[config.mk]
export PLATFORM = sky130hd
export DESIGN_NAME = psum_accumulator
export DESIGN_NICKNAME = d
export VERILOG_FILES = /design/src/rtl/psum_accumulator.sv
export SDC_FILE = /design/constraint.sdc
export NUM_CORES = 1
export LEC_CHECK = 0
export CAP_MARGIN = 40
export CORE_UTILIZATION = 35
export DETAILED_ROUTE_END_ITERATION = 8
export DONT_BUFFER_PORTS = 1
export PLACE_DENSITY = 0.5
export REMOVE_ABC_BUFFERS = 1
export SETUP_SLACK_MARGIN = 0.2
export SKIP_LAST_GASP = 1
export SYNTH_ARGS = -nofsm -noshare
export SYNTH_HDL_FRONTEND = slang
export SYNTH_SLANG_ARGS = --single-unit
export TNS_END_PERCENT = 10
[constraint.sdc]
create_clock -name clk -period 6.15 [get_ports clk]
set_input_delay 0.3075 -clock clk [delete_from_list [all_inputs] [get_ports clk]]
set_output_delay 0.3075 -clock clk [all_outputs]
set_load 0.02 [all_outputs]
[src/rtl/psum_accumulator.sv]
`default_nettype none
// +----------------------------------------------------------------------------+
// | Module      : psum_accumulator                                             |
// | Description : Multi-channel signed partial-sum accumulator. Sums CH        |
// |               products per beat over a window of cfg_len beats and holds   |
// |               the narrowed results on a valid/ready output register.       |
// |               Optional saturation with per-channel overflow flags.         |
// | Revision    : 1.0 - initial release                                        |
// +----------------------------------------------------------------------------+
module psum_accumulator #(
  parameter int CH     = 4,
  parameter int DATA_W = 32,
  parameter int ACC_W  = 40,
  parameter int OUT_W  = 32,
  parameter int LEN_W  = 8,
  parameter int SAT    = 1
) (
  input  logic                  clk,
  input  logic                  rst_n,
  input  logic                  clear,
  input  logic [LEN_W-1:0]      cfg_len,
  input  logic                  in_valid,
  output logic                  in_ready,
  input  logic [CH*DATA_W-1:0]  in_data,
  output logic                  out_valid,
  input  logic                  out_ready,
  output logic [CH*OUT_W-1:0]   out_data,
  output logic [CH-1:0]         out_ovf,
  output logic                  busy
);

  localparam logic [LEN_W-1:0] LEN_ONE = LEN_W'(1);
  localparam logic [ACC_W-1:0] ACC_MAX = {1'b0, {(ACC_W-1){1'b1}}};
  localparam logic [ACC_W-1:0] ACC_MIN = {1'b1, {(ACC_W-1){1'b0}}};
  localparam logic [OUT_W-1:0] OUT_MAX = {1'b0, {(OUT_W-1){1'b1}}};
  localparam logic [OUT_W-1:0] OUT_MIN = {1'b1, {(OUT_W-1){1'b0}}};

  // Window control
  logic [LEN_W-1:0] cnt;
  logic [LEN_W-1:0] len_q;
  logic [LEN_W-1:0] len_first;
  logic [LEN_W-1:0] len_eff;
  logic             first;
  logic             last;
  logic             fire;
  logic             out_valid_q;

  // The window length is taken live from cfg_len only on the first beat;
  // afterwards the captured copy governs so mid-window edits are ignored.
  assign first     = (cnt == '0);
  assign len_first = (cfg_len == '0) ? LEN_ONE : cfg_len;
  assign len_eff   = first ? len_first : len_q;
  assign last      = (cnt == (len_eff - LEN_ONE));

  // Only the completing beat needs the output register free; earlier beats
  // keep accumulating while a previous result is still held.
  assign in_ready  = !(last && out_valid_q && !out_ready);
  assign fire      = in_valid && in_ready;

  assign out_valid = out_valid_q;
  assign busy      = (cnt != '0);

  // Beat counter, captured window length and output-valid handshake
  always_ff @(posedge clk or negedge rst_n) begin
    if (!rst_n) begin
      cnt         <= '0;
      len_q       <= '0;
      out_valid_q <= 1'b0;
    end else if (clear) begin
      cnt         <= '0;
      len_q       <= '0;
      out_valid_q <= 1'b0;
    end else begin
      if (fire) begin
        if (first) begin
          len_q <= len_first;
        end
        cnt <= last ? '0 : (cnt + LEN_ONE);
      end
      // A completing window on the transfer edge keeps valid high back-to-back
      if (fire && last) begin
        out_valid_q <= 1'b1;
      end else if (out_ready) begin
        out_valid_q <= 1'b0;
      end
    end
  end

  // Per-channel datapath
  for (genvar c = 0; c < CH; c++) begin : g_ch
    logic signed [DATA_W-1:0] din;
    logic signed [ACC_W-1:0]  din_x;
    logic signed [ACC_W-1:0]  acc_r;
    logic signed [ACC_W-1:0]  acc_nxt;
    logic signed [ACC_W:0]    sum;
    logic                     beat_ovf;
    logic                     ovf_r;
    logic                     narrow_ovf;
    logic [OUT_W-1:0]         out_nxt;
    logic [OUT_W-1:0]         out_r;
    logic                     oovf_r;

    assign din   = in_data[c*DATA_W +: DATA_W];
    assign din_x = ACC_W'(din);
    // One extra bit of headroom makes signed overflow visible as a mismatch
    // between the two top bits.
    assign sum   = (ACC_W+1)'(acc_r) + (ACC_W+1)'(din_x);

    // Next accumulator value: load on the first beat, else add with clamp/wrap
    always_comb begin
      acc_nxt  = din_x;
      beat_ovf = 1'b0;
      if (!first) begin
        acc_nxt = sum[ACC_W-1:0];
        if (sum[ACC_W] != sum[ACC_W-1]) begin
          beat_ovf = 1'b1;
          if (SAT != 0) begin
            acc_nxt = sum[ACC_W] ? ACC_MIN : ACC_MAX;
          end
        end
      end
    end

    if (OUT_W < ACC_W) begin : g_narrow
      logic [ACC_W-OUT_W:0] top;
      logic                 fits;
      // The value fits OUT_W when every bit above the output sign bit
      // repeats that sign bit.
      assign top        = acc_nxt[ACC_W-1:OUT_W-1];
      assign fits       = (&top) | ~(|top);
      assign narrow_ovf = !fits;
      assign out_nxt    = (fits || (SAT == 0)) ? acc_nxt[OUT_W-1:0]
                        : (acc_nxt[ACC_W-1] ? OUT_MIN : OUT_MAX);
    end else begin : g_full
      assign narrow_ovf = 1'b0;
      assign out_nxt    = acc_nxt[OUT_W-1:0];
    end

    // Accumulator, sticky window overflow and held result for this channel
    always_ff @(posedge clk or negedge rst_n) begin
      if (!rst_n) begin
        acc_r  <= '0;
        ovf_r  <= 1'b0;
        out_r  <= '0;
        oovf_r <= 1'b0;
      end else if (clear) begin
        acc_r  <= '0;
        ovf_r  <= 1'b0;
        out_r  <= '0;
        oovf_r <= 1'b0;
      end else if (fire) begin
        acc_r <= acc_nxt;
        ovf_r <= first ? 1'b0 : (ovf_r | beat_ovf);
        if (last) begin
          out_r  <= out_nxt;
          // The sticky flag still belongs to the previous window on a first beat
          oovf_r <= (first ? 1'b0 : ovf_r) | beat_ovf | narrow_ovf;
        end
      end
    end

    assign out_data[c*OUT_W +: OUT_W] = out_r;
    assign out_ovf[c]                 = oovf_r;
  end

endmodule
`default_nettype wire

Yosys cells after proc, flatten, opt, wreduce, memory -nomap -nowiden
Cells that the tools add are included.
{ "totals": {"regBits": 313, "latchBits": 0, "ramBits": 0, "mem_bits_ro": 0, "inputBits": 141, "out_inout_bits": 135, "wordCells": 161, "n_memories": 0} }
{ "classes": {"add_sub_neg": 6, "n_mul": 0, "div_mod_pow": 0, "n_lt_le_gt_ge": 0, "n_eq_ne": 5, "shift": 0, "mux": 86, "bitwise": 20, "reduce_logical": 25} }
{ "ops": {"columns": ["op", "count"], "rows": [
  ["2-to-1 mux 40 bit", 20],
  ["2-to-1 mux 32 bit", 20],
  ["adder 40 x 32 -> 41 bit", 4],
  ["2-to-1 mux 8 bit", 7],
  ["2-to-1 mux 1 bit", 39],
  ["AND reduction 9 bit", 4],
  ["OR reduction 9 bit", 4],
  ["zero test 8 bit", 2],
  ["OR 1 bit", 16],
  ["adder 8 x 1 -> 8 bit (second input constant)", 1],
  ["== test 8 bit", 1],
  ["nonzero test 8 bit", 1],
  ["subtractor 8 x 1 -> 8 bit (second input constant)", 1],
  ["zero test 1 bit", 6],
  ["logical AND 1 bit", 4],
  ["inequality test 1 bit", 4],
  ["inverter 1 bit", 4],
  ["nonzero test 2 bit", 2],
  ["nonzero test 3 bit", 1],
  ["AND reduction 2 bit", 1]
]} }

Logic depth before layout (Yosys ltp)
{ "logic_depth": {"depth_word": 12, "mapped_depth": 22, "depth_no_buf": 16} }

Worst setup path before layout
No wires, ideal clock.
{ "synth_timing": {"kind": "register to register", "startpoint": "register cnt[0]", "endpoint": "register g_ch[1].out_r[11]", "setup_time_ns": 0.066, "arrival_time_ns": 4.589, "required_ns": 6.084, "slack_ns": 1.494, "path_stages_with_launch": 23, "n_path_buf": 6, "period_less_slack_ns": 4.656, "cell_sequence": "dfrtp_1 inv_1 ha_1 or4b_1 buf_2 nor2_8 inv_2 clkbuf_1 clkbuf_1 clkbuf_1 mux2i_1 ha_1 o2111ai_1 xnor3_1 nor3_1 o221ai_2 nor2_2 nand3_1 buf_4 nor2_1 o221a_2 clkbuf_1 a221o_1"} }
{ "synth_via": {"elab_chain_cells": 10, "elab_cells_between_ends": 21, "classes_between": "1 x add/sub; 1 x eq/ne; 7 x mux; 2 x bitwise; 10 x reduce/logical"} }
{ "synth_rtl": {"columns": ["element", "line", "rtl"], "rows": [
  ["from (decl)", "39", "logic [LEN_W-1:0] cnt;"],
  ["from (signal assigned)", "78", "cnt <= last ? '0 : (cnt + LEN_ONE);"],
  ["zero test 8 bit", "50", "assign first = (cnt == '0);"],
  ["2-to-1 mux 8 bit", null, null],
  ["subtractor 8 x 1 -> 8 bit", "53", "assign last = (cnt == (len_eff - LEN_ONE));"],
  ["== test 8 bit", "53", null],
  ["logical AND 1 bit (2 in a row)", "57", "assign in_ready = !(last && out_valid_q && !out_ready);"],
  ["zero test 1 bit", "57", null],
  ["logical AND 1 bit", "58", "assign fire = in_valid && in_ready;"],
  ["nonzero test 2 bit (no source line)", null, null],
  ["AND reduction 2 bit (no source line)", null, null],
  ["to (signal assigned)", "155", "out_r <= out_nxt;"],
  ["to (decl)", "100", "logic [OUT_W-1:0] out_r;"]
]} }
Parallel ways exist; a longest one is shown, timed or not. The select of a mux whose other input is x is not followed.
A chain may end at the register's enable or synchronous reset.

Final worst setup path
{ "layout_timing": {"startpoint": "register cnt[0]", "endpoint": "register g_ch[1].out_r[23]"} }
The elaborated chain is that of the path after synthesis.

==> flow_metrics.tcl <==
set metrics [dict create \
    status "finished, violations left" \
    violations "negative hold slack" \
    die_w_um 272.0 \
    synth_xor_area_share_pct 5.051 \
    cts_tree "done" \
    place_area_mm2 0.02620 \
    place_congestion 0.8907 \
    finalMaxSlewViolations 0 \
    hold_path_class "primary input to asynchronous set/reset pin" \
    placed_cells 3954 \
    critPathLaunchType "flop" \
    cp-endpoint "g_ch[1].out_r[23]$_DFFE_PN0P_" \
    postSynthCellCount 3178 \
    fillers 7366 \
    hold_ws_ns -0.5813 \
    antenna_found_initial 0 \
    grt_pass1_wl_um 139900 \
    cp_data_arrival_time_ns 5.98 \
    cts_hold_buf 60 \
    r2r_slack_ns 0.68 \
    hold_violations 313 \
    ys_seq_elements 313 \
    num_rows 98 \
    synth_top_family_by_area "compound AO/OA/AOI/OAI gates" \
    gr-usage-met2_pct 38.23 \
    slew_headroom_pct 31.81 \
    worstSetupPathType "flop to flop" \
    vdd_drop_max_mv 0.1986 \
    synth_area_leader_cell "dfrtp_1" \
    drive_above_1_share_pct 5.764 \
    die_height_um 272.0 \
    clkLatencyLatePin_ns 0.58 \
    crit_fanout 22 \
    p_leak_nw 12.38 \
    clockBufferDepth 3 \
    synthArstFlopShare_pct 100.0 \
    critPathRequiredTime_ns 6.67 \
    ys.warnings.count 0 \
    syn2layout_area_growth_pct 10.92 \
    finalInstanceArea_mm2 0.02830 \
    grt_pass1_vias 23950 \
    synthTopCellsByCount "nand2_1 (457), a21oi_1 (363), dfrtp_1 (313)" \
    portBuffers 0 \
    dp_hpwl_um 61720 \
    overflow 0 \
    worst_pin_slew_ns 1.023 \
    synthFlopType "dfrtp_1" \
    period_share_pct 88.87 \
    powerDensity_mw_per_mm2 275.8 \
    synth_most_common_cell "nand2_1" \
    timing.rr.end "g_ch[1].out_r[23]$_DFFE_PN0P_" \
    htreeDepth 2 \
    finClkSkew_ns 0.02455 \
    final_util_pct 39.39 \
    grt.met3_usage_pct 3.562 \
    critPathCaptureType "flop" \
    ios 276 \
    cts.sinks 313 \
    nets 3417 \
    vias 24210 \
    drc 0 \
    grt_max_degree 314 \
    synth_area_leaders "dfrtp_1 (31%), ha_1 (8.0%), a21oi_1 (7.1%)" \
    cts.reportedPaths.clkPinSlew_ns 0.06 \
    drv_cap 0 \
    critPathSlowestCell "or4b_1" \
    drt_iter0_drc 1700 \
    yosysSeqAreaShare_pct 30.70 \
    cpPeakStageDelay_ns 0.72 \
    crit_chain "inv_1, ha_1, or4b_1, nor2_8, inv_6, mux2i_1, ha_1, o2111ai_1, xnor3_1, nor3_1, o221ai_2, nor2_2, nand3_1, buf_4, o32ai_4, buf_4, a221o_1" \
    first_pass_iters 5 \
    setup_viol 0 \
    synthSimpleGateAreaFrac_pct 18.83 \
    dpl_worst_slack_ns 0.6417 \
    start_util_pct 35.51 \
    cts_resized 0 \
    synth_top_area_share_pct 30.70 \
    max_freq_mhz 183.0 \
    synth.area.mux_share_pct 1.398 \
    synth_compound_area_share_pct 30.54 \
    synth.avg_cell_area_um2 8.029 \
    synth_area_mm2 0.02552 \
    grt_usage_pct 23.58 \
    synth_edf_count 0 \
    coreArea_mm2 0.07185 \
    root_buffer "clkbuf_16" \
    worst_slack_ns 0.6846 \
    period_needed_ns 5.465 \
    reg2reg_from "cnt[0]$_DFFE_PN0P_" \
    final_cells 4091 \
    wl_per_cell_um 21.89 \
    antenna_left 0 \
    crit_start "cnt[0]$_DFFE_PN0P_" \
    grt_use_met1_pct 32.29 \
    via_per_inst 5.918 \
    numCtsBuffers 42 \
    rsz0062_at_grt "no" \
    dieArea_mm2 0.07399 \
    reg2reg_depth 17 \
    routed_wl_um 89560 \
    synth_fa_ha_area_share_pct 9.131 \
    top_usage_layer "met2" \
    ys_types 103 \
]
[layout make-up]
type / instances / area [um^2] / area share (%)
tap: 950 / 1189 / 4.200
clock buffer: 56 / 1217 / 4.302
timing repair buffer: 99 / 955.9 / 3.378
sequential: 313 / 7833 / 27.68
inverter: 50 / 192.7 / 0.6808
antenna: 1 / 2.502 / 0.008842
multi-input combinational: 2603 / 16660 / 58.86
clock inverter: 19 / 252.7 / 0.8931
[through the flow]
stage / TNS (ns) / power (mW) / hold WS [ns]
after global routing: 0 / 8.266 / -0.6050
after CTS: 0 / 7.850 / -0.6178
final: 0 / 7.805 / -0.5813
after detailed placement: 0 / 5.078 / 0.02124
after global placement: 0 / 5.051 / 0.02105
after floorplan: -1120.65 / 4.335 / 0.01191
[worst max-delay path: cells and delay by family (launching register included)]
family,cells,cell delay (ns)
buf+inv,4,0.88
simple gates,5,1.78
fa+ha+maj,2,0.43
flops,1,0.43
xor+xnor,1,0.40
compound gates,4,1.19
mux,1,0.25
[cell usage in the layout, fill, tap and decap left out, drive strengths merged, types with 53 or more instances in the layout]
master	instances
dfrtp	313
ha	163
o211ai	112
xor2	53
nand2	458
xnor2	89
nor3	69
nand3	54
o21ai	251
a21o	62
dlygate4sd3	59
clkbuf	56
a221o	66
a21oi	365
nor2	266
[flip-flops by register name, summed over array words and instances, names as in the netlist]
| signal | flops |
|---|---|
| out_valid | 1 |
| g_ch.oovf_r | 4 |
| len_q | 8 |
| g_ch.out_r | 128 |
| cnt | 8 |
| g_ch.ovf_r | 4 |
| g_ch.acc_r | 160 |
[timing repair]
action,4_1_cts,5_1_grt
endpoints found under the hold margin,510,313
setup endpoints to repair,0,17
buffers inserted,0,0
[cell families (layout without fill, tap and decap cells)]
kind of cell | Yosys count | in the layout
buffers and inverters | 263 | 224
adder cells (fa/ha/maj) | 188 | 188
AO/OA/AOI/OAI | 1183 | 1183
flip-flops | 313 | 313
other | 0 | 1
multiplexers | 35 | 35
AND/OR/NAND/NOR | 1052 | 1053
XOR/XNOR | 144 | 144
[how the worst min path moves through the flow]
stage,from,to,slack [ns]
floorplan,rst_n,cnt[0]$_DFFE_PN0P_,0.01
global placement,rst_n,g_ch[2].out_r[19]$_DFFE_PN0P_,0.02
detailed placement,rst_n,g_ch[2].out_r[19]$_DFFE_PN0P_,0.02
CTS,rst_n,g_ch[2].out_r[19]$_DFFE_PN0P_,-0.62
global route,rst_n,g_ch[2].out_r[19]$_DFFE_PN0P_,-0.61
finish,rst_n,g_ch[2].out_r[19]$_DFFE_PN0P_,-0.58
[per-layer routing]
metal / vias up / routed length (um)
met1: 11820 / 41480
met4: 0 / 2333
met3: 116 / 4856
met2: 626 / 40890
met5: - / 0
li1: 11650 / -
[where the power goes]
part           switching, mW  internal (mW)
combinational           1.83           1.03
clock                   1.02           1.64
sequential            0.0982           2.19
total                   2.95           4.86
(Power assumes the default switching activity.)
